**config.mk**
```make
export PLATFORM = sky130hd
export DESIGN_NAME = mmio_interconnect
export DESIGN_NICKNAME = d
export VERILOG_FILES = /design/src/rtl/mmio_interconnect.sv
export SDC_FILE = /design/constraint.sdc
export NUM_CORES = 1
export LEC_CHECK = 0
export CAP_MARGIN = 5
export CELL_PAD_IN_SITES_DETAIL_PLACEMENT = 0
export CELL_PAD_IN_SITES_GLOBAL_PLACEMENT = 1
export CORE_AREA = 2 2 135 137
export DETAILED_ROUTE_END_ITERATION = 6
export DIE_AREA = 0 0 137 139
export GPL_TIMING_DRIVEN = 1
export PLACE_DENSITY = 0.74
export SYNTH_ARGS = -nofsm -noshare
export SYNTH_HDL_FRONTEND = slang
export SYNTH_SLANG_ARGS = --single-unit
```
**constraint.sdc**
```tcl
create_clock -name clk -period 1.7 [get_ports clk]
set_input_delay 0.34 -clock clk [delete_from_list [all_inputs] [get_ports clk]]
set_output_delay 0.34 -clock clk [all_outputs]
set_load 0.01 [all_outputs]
```
**src/rtl/mmio_interconnect.sv**
```systemverilog
// Slot-decoding MMIO interconnect between the CPU data port and NUM_SLAVES peripherals,
// with a req/ready handshake, slave timeout and decode-error responses. Optional error log: MMIO_ERR_LOG_EN.
module mmio_interconnect #(
    parameter int NUM_SLAVES = 4,
    parameter int ADDR_W     = 11,
    parameter int DATA_W     = 32,
    parameter int SEL_LSB    = 9,
    parameter int TIMEOUT    = 15
) (
    input  logic                         clk,
    input  logic                         rst_n,
    input  logic                         m_req,
    input  logic                         m_we,
    input  logic [ADDR_W-1:0]            m_addr,
    input  logic [DATA_W-1:0]            m_wdata,
    input  logic [3:0]                   m_width,
    output logic [DATA_W-1:0]            m_rdata,
    output logic                         m_ready,
    output logic                         m_err,
    output logic [NUM_SLAVES-1:0]        s_req,
    output logic                         s_we,
    output logic [ADDR_W-1:0]            s_addr,
    output logic [DATA_W-1:0]            s_wdata,
    output logic [3:0]                   s_width,
    input  logic [NUM_SLAVES*DATA_W-1:0] s_rdata,
    input  logic [NUM_SLAVES-1:0]        s_ready
`ifdef MMIO_ERR_LOG_EN
    ,
    output logic [ADDR_W-1:0]            err_addr,
    output logic [7:0]                   err_count
`endif
);

    localparam int SEL_W = (NUM_SLAVES > 1) ? $clog2(NUM_SLAVES) : 1;

    typedef enum logic [1:0] {
        ST_IDLE = 2'd0,
        ST_WAIT = 2'd1,
        ST_RESP = 2'd2
    } state_t;

    state_t                  state_q, state_d;
    logic [NUM_SLAVES-1:0]   s_req_q, s_req_d;
    logic                    s_we_q, s_we_d;
    logic [ADDR_W-1:0]       s_addr_q, s_addr_d;
    logic [DATA_W-1:0]       s_wdata_q, s_wdata_d;
    logic [3:0]              s_width_q, s_width_d;
    logic [SEL_W-1:0]        slot_q, slot_d;
    logic [7:0]              cnt_q, cnt_d;
    logic                    m_ready_q, m_ready_d;
    logic                    m_err_q, m_err_d;
    logic [DATA_W-1:0]       m_rdata_q, m_rdata_d;

    logic [SEL_W-1:0]        sel_s;
    logic                    sel_ok_s;
    logic [NUM_SLAVES-1:0]   req_hot_s;
    logic                    rdy_sel_s;
    logic [DATA_W-1:0]       rd_sel_s;

    // Decode the incoming slot and mux the ready/read data of the latched slot.
    always_comb begin
        sel_s     = m_addr[SEL_LSB +: SEL_W];
        sel_ok_s  = ({{(32-SEL_W){1'b0}}, sel_s} < 32'(NUM_SLAVES));
        req_hot_s = '0;
        rdy_sel_s = 1'b0;
        rd_sel_s  = '0;
        for (int i = 0; i < NUM_SLAVES; i++) begin
            req_hot_s[i] = (sel_s == SEL_W'(i));
            rdy_sel_s    = rdy_sel_s | (s_ready[i] & (slot_q == SEL_W'(i)));
            rd_sel_s     = rd_sel_s | (s_rdata[i*DATA_W +: DATA_W] & {DATA_W{slot_q == SEL_W'(i)}});
        end
    end

    // Next-state and registered-output computation for the transaction FSM.
    always_comb begin
        state_d   = state_q;
        s_req_d   = s_req_q;
        s_we_d    = s_we_q;
        s_addr_d  = s_addr_q;
        s_wdata_d = s_wdata_q;
        s_width_d = s_width_q;
        slot_d    = slot_q;
        cnt_d     = cnt_q;
        m_ready_d = 1'b0;
        m_err_d   = 1'b0;
        m_rdata_d = m_rdata_q;
        case (state_q)
            ST_IDLE: begin
                if (m_req) begin
                    s_we_d    = m_we;
                    s_addr_d  = m_addr;
                    s_wdata_d = m_wdata;
                    s_width_d = m_width;
                    slot_d    = sel_s;
                    cnt_d     = 8'd0;
                    if (sel_ok_s) begin
                        s_req_d = req_hot_s;
                        state_d = ST_WAIT;
                    end else begin
                        // Unmapped slot: answer straight away without touching any slave.
                        m_ready_d = 1'b1;
                        m_err_d   = 1'b1;
                        m_rdata_d = '0;
                        state_d   = ST_RESP;
                    end
                end else begin
                    state_d = ST_IDLE;
                end
            end
            ST_WAIT: begin
                if (rdy_sel_s) begin
                    s_req_d   = '0;
                    m_ready_d = 1'b1;
                    m_err_d   = 1'b0;
                    m_rdata_d = s_we_q ? {DATA_W{1'b0}} : rd_sel_s;
                    state_d   = ST_RESP;
                end else if (cnt_q == 8'(TIMEOUT - 1)) begin
                    s_req_d   = '0;
                    m_ready_d = 1'b1;
                    m_err_d   = 1'b1;
                    m_rdata_d = '0;
                    state_d   = ST_RESP;
                end else begin
                    cnt_d = cnt_q + 8'd1;
                end
            end
            ST_RESP: begin
                state_d = ST_IDLE;
            end
            default: begin
                state_d = ST_IDLE;
                s_req_d = '0;
            end
        endcase
    end

    // State and output registers; reset aborts any transaction without a response.
    always_ff @(posedge clk or negedge rst_n) begin
        if (!rst_n) begin
            state_q   <= ST_IDLE;
            s_req_q   <= '0;
            s_we_q    <= 1'b0;
            s_addr_q  <= '0;
            s_wdata_q <= '0;
            s_width_q <= 4'd0;
            slot_q    <= '0;
            cnt_q     <= 8'd0;
            m_ready_q <= 1'b0;
            m_err_q   <= 1'b0;
            m_rdata_q <= '0;
        end else begin
            state_q   <= state_d;
            s_req_q   <= s_req_d;
            s_we_q    <= s_we_d;
            s_addr_q  <= s_addr_d;
            s_wdata_q <= s_wdata_d;
            s_width_q <= s_width_d;
            slot_q    <= slot_d;
            cnt_q     <= cnt_d;
            m_ready_q <= m_ready_d;
            m_err_q   <= m_err_d;
            m_rdata_q <= m_rdata_d;
        end
    end

    assign m_ready = m_ready_q;
    assign m_err   = m_err_q;
    assign m_rdata = m_rdata_q;
    assign s_req   = s_req_q;
    assign s_we    = s_we_q;
    assign s_addr  = s_addr_q;
    assign s_wdata = s_wdata_q;
    assign s_width = s_width_q;

`ifdef MMIO_ERR_LOG_EN
    logic [ADDR_W-1:0] err_addr_q, err_addr_d;
    logic [7:0]        err_count_q, err_count_d;
    logic              log_s;

    // Capture the failing address and a saturating error count as the error response is issued.
    always_comb begin
        log_s       = m_ready_d & m_err_d;
        err_addr_d  = log_s ? s_addr_d : err_addr_q;
        err_count_d = (log_s && (err_count_q != 8'd255)) ? (err_count_q + 8'd1) : err_count_q;
    end

    // Error log registers.
    always_ff @(posedge clk or negedge rst_n) begin
        if (!rst_n) begin
            err_addr_q  <= '0;
            err_count_q <= 8'd0;
        end else begin
            err_addr_q  <= err_addr_d;
            err_count_q <= err_count_d;
        end
    end

    assign err_addr  = err_addr_q;
    assign err_count = err_count_q;
`endif

endmodule

```
==> reports/qor.yml <==
status: "finished, violations left"
violations_in_the_final_reports: "negative setup slack"
insertion_delay_ns: 0.35
final.period_utilization_pct: 114
floorplan.die_area_um2: 19000
finalPower_mw: 13.4
hpwlAfterDp_um: 11000
synth.ff_latch_count: 96
synth_top_area_share_pct: 53.6
min-delay-path-class: "flop to flop"
total_leakage_power_nw: 3.46
syn_avg_cell_area_um2: 15.2
cts_tree: "done"
synth-warning-count: 0
grt_max_degree: 60
cts.clk_slew.worst_paths_ns: 0.06
dpl_worst_slack_ns: -0.727
number_of_buffers_added_by_the_clock_tree_synthesis_step: 9
gpl.final_weighted_congestion: 0.779
total_switching_power_mw: 4.32
finalSetupTns_ns: -5.11
post-route-min-period_ns: 1.93
max_stage_delay_ns: 0.57
cp_data_arrival_time_ns: 2.15
crit_path_max_fanout: 6
routed_wl_um: 15300
place.detailed.instances: 791
core-area_um2: 17700
placementRows: 49
die_width_um: 137
first_pass_iters: 4
power.share.combinational_pct: 55.6
grt_pass1_vias: 4271
route.detailed.drc: 0
worst-path-buf-inv: 1
rsz_0062_raised_after_global_routing: "true"
timing_worst_slew_pin_value_ns: 0.515
report.final.setup_viol: 47
io-pin-count: 269
grt_pass1_wl_um: 22900
drive_above_1_share_pct: 27.4
ir_drop_mv: 0.664
post_layout_util_pct: 47.1
avgRoutedWirePerCell_um: 18.4
routed_via_density: 4.68
synth-edff-count: 0
hold_violations: 0
fmax_mhz: 518
die_y_um: 139
antenna_violations_before_repair: 0
final_hold_slack_ns: 0.505
finish.instance_area_um2: 8320
report.final.slew_viol_count: 0
postSynth.topFlopCell: "sky130_fd_sc_hd__dfrtp_1"
layout-area-overhead-vs-synth_pct: 85.6
synthesis.instances: 296
timing.critical_path.from_type: "flop"
relSlewSlack_pct: 65.6
cp_data_required_time_ns: 1.92
yosysSeqAreaShare_pct: 53.6
switching_share_pct: 32.3
globalRoute.totalOverflow: 0
synth_async_sr_flop_share_pct: 100
floorplan.initialDensity_pct: 25.4
clk_root_buffer_cell: "sky130_fd_sc_hd__clkbuf_16"
buffer_ports.inserted: 268
clock_power_share_pct: 15.6
synth_top_area_cell: "sky130_fd_sc_hd__dfrtp_1"
synth_top_cells_by_area: "sky130_fd_sc_hd__dfrtp_1 (54%), sky130_fd_sc_hd__mux4_2 (17%), sky130_fd_sc_hd__mux2_2 (12%), sky130_fd_sc_hd__a22o_1 (6.2%), sky130_fd_sc_hd__a211o_1 (1.2%)"
synthMostInstantiatedCell: "sky130_fd_sc_hd__dfrtp_1"
crit_path_cell_trace: "mux4_2 -> buf_6 -> a211oi_4 -> nor2_4 -> a211o_1"
category_of_the_critical_setup_timing_path: "flop to flop"
clock_tree.buffer_depth: 2
vias: 3889
post-route-worst-setup-slack_ns: -0.230
nNetsFinal: 782
yosys-top-cells-count: "sky130_fd_sc_hd__dfrtp_1 (96), sky130_fd_sc_hd__mux2_2 (48), sky130_fd_sc_hd__mux4_2 (33), sky130_fd_sc_hd__a22o_1 (32), sky130_fd_sc_hd__clkbuf_1 (10)"
cpLargestDelayFamily: "multiplexers"
cts.sinks: 96
cts_htree_levels: 3
placement.cell_area_um2: 7560
cap_viol_max_count: 0
diodes: 0
syn_area_um2: 4490
unique_cell_type_count_in_the_yosys_netlist: 30
internal_power_mw: 9.06
synth_nets: 481
ant_nets: 0
crit_path_end_kind: "flop"
power.share.sequential_pct: 28.8
grt_util_all_layers_pct: 16.0
finalClockSkew_ns: 0.00790
cpMaxStageDelayCell: "sky130_fd_sc_hd__mux4_2"
finalNonFillerCells: 831
power_density_nw_per_um2: 1610
detail_route.iter0.violations: 83
power by group through the flow:
stage	Combinational (mW)	Clock, mW	Sequential, mW
after detailed placement	6.39	0	3.86
after global placement	6.29	0	3.83
after CTS	7.47	2.16	3.87
final	7.43	2.09	3.85
after floorplan	2.85	0	4.22
after global routing	7.90	2.28	3.97
metal layers:
layer	vias up	share of wire, %	GRT usage, %
met5	-	0	0
met1	1887	36	17.0
li1	1757	-	-
met3	25	9.0	4.68
met4	0	3.4	7.54
met2	220	51	28.8
state kept, by name, indices dropped and copies added (netlist names):
register  flops
s_req         4
m_ready       1
m_rdata      32
s_wdata      32
s_width       4
s_we          1
m_err         1
cnt_q         8
s_addr       11
state_q       2
worst paths after layout:
check | start | endpoint | slack [ns] | depth (start not counted)
worst max-delay path | s_addr[9]$_DFFE_PN0P_ | cnt_q[3]$_DFFE_PN0P_ | -0.23 | 5
worst min-delay path | s_width[2]$_DFFE_PN0P_ | s_width[2]$_DFFE_PN0P_ | 0.51 | 1
worst max register to register | s_addr[9]$_DFFE_PN0P_ | cnt_q[3]$_DFFE_PN0P_ | -0.23 | 5
worst min register to register | s_width[2]$_DFFE_PN0P_ | s_width[2]$_DFFE_PN0P_ | 0.51 | 1
max in group asynchronous | rst_n | s_addr[9]$_DFFE_PN0P_ | 0.69 | 3
min in group asynchronous | rst_n | s_wdata[27]$_DFFE_PN0P_ | 0.56 | 3
cell type report:
class / instances / area (um^2)
Clock buffer: 10 / 239
Clock inverter: 6 / 68.8
Fill cell: 1519 / 9330
Inverter: 4 / 15.0
Multi-Input combinational cell: 176 / 2080
Sequential cell: 96 / 2400
Tap cell: 229 / 287
Timing Repair Buffer: 310 / 3230
kinds of logic (layout without fill, tap and decap cells):
logic type / after synthesis / after routing / share of synthesized area (%)
AO/OA/AOI/OAI: 51 / 51 / 9.34
XOR/XNOR: 1 / 1 / 0.195
adder cells (fa/ha/maj): 2 / 2 / 0.558
buffers and inverters: 25 / 330 / 2.48
flip-flops: 96 / 96 / 53.6
multiplexers: 81 / 81 / 28.6
AND/OR/NAND/NOR: 40 / 41 / 5.24
placed cells by master (no fill, tap or decap), types with 2 or more instances in the layout:
cell type	synthesis	layout
sky130_fd_sc_hd__nand2_1	8	4
sky130_fd_sc_hd__inv_2	0	3
sky130_fd_sc_hd__nand3_2	0	2
sky130_fd_sc_hd__nor3b_4	0	2
sky130_fd_sc_hd__dfrtp_2	0	2
sky130_fd_sc_hd__nand3_1	4	2
sky130_fd_sc_hd__dlymetal6s2s_1	0	3
sky130_fd_sc_hd__clkbuf_16	0	9
sky130_fd_sc_hd__a22o_1	32	32
sky130_fd_sc_hd__nor2_1	3	2
sky130_fd_sc_hd__mux4_2	33	33
sky130_fd_sc_hd__bufbuf_16	0	2
sky130_fd_sc_hd__o21ai_1	0	4
sky130_fd_sc_hd__a21oi_1	4	4
sky130_fd_sc_hd__nand2_2	0	4
sky130_fd_sc_hd__clkdlybuf4s50_1	0	261
sky130_fd_sc_hd__dfrtp_1	96	94
sky130_fd_sc_hd__buf_16	0	2
sky130_fd_sc_hd__and3_1	5	5
sky130_fd_sc_hd__mux2_2	48	48
sky130_fd_sc_hd__nor2_4	0	2
sky130_fd_sc_hd__buf_4	0	21
sky130_fd_sc_hd__buf_6	1	8
sky130_fd_sc_hd__dlygate4sd2_1	0	2
sky130_fd_sc_hd__o21ai_2	0	3
sky130_fd_sc_hd__clkinv_4	0	3
sky130_fd_sc_hd__nor3b_1	5	4
sky130_fd_sc_hd__buf_12	0	8
sky130_fd_sc_hd__a211o_1	6	5
sky130_fd_sc_hd__nor3_1	5	4
sky130_fd_sc_hd__nand2b_1	2	2
sky130_fd_sc_hd__ha_1	2	2
timing repair:
item | 4_1_cts | 5_1_grt
setup buffers | 13 | 5
hold buffers | 1 | 0
gates cloned | 6 | 0
setup endpoints to repair | 49 | 51
resized for setup | 38 | 14
hold endpoints to repair | 54 | 0
pin swaps | 26 | 14
No activity file was read; power rests on OpenSTA's default activity.
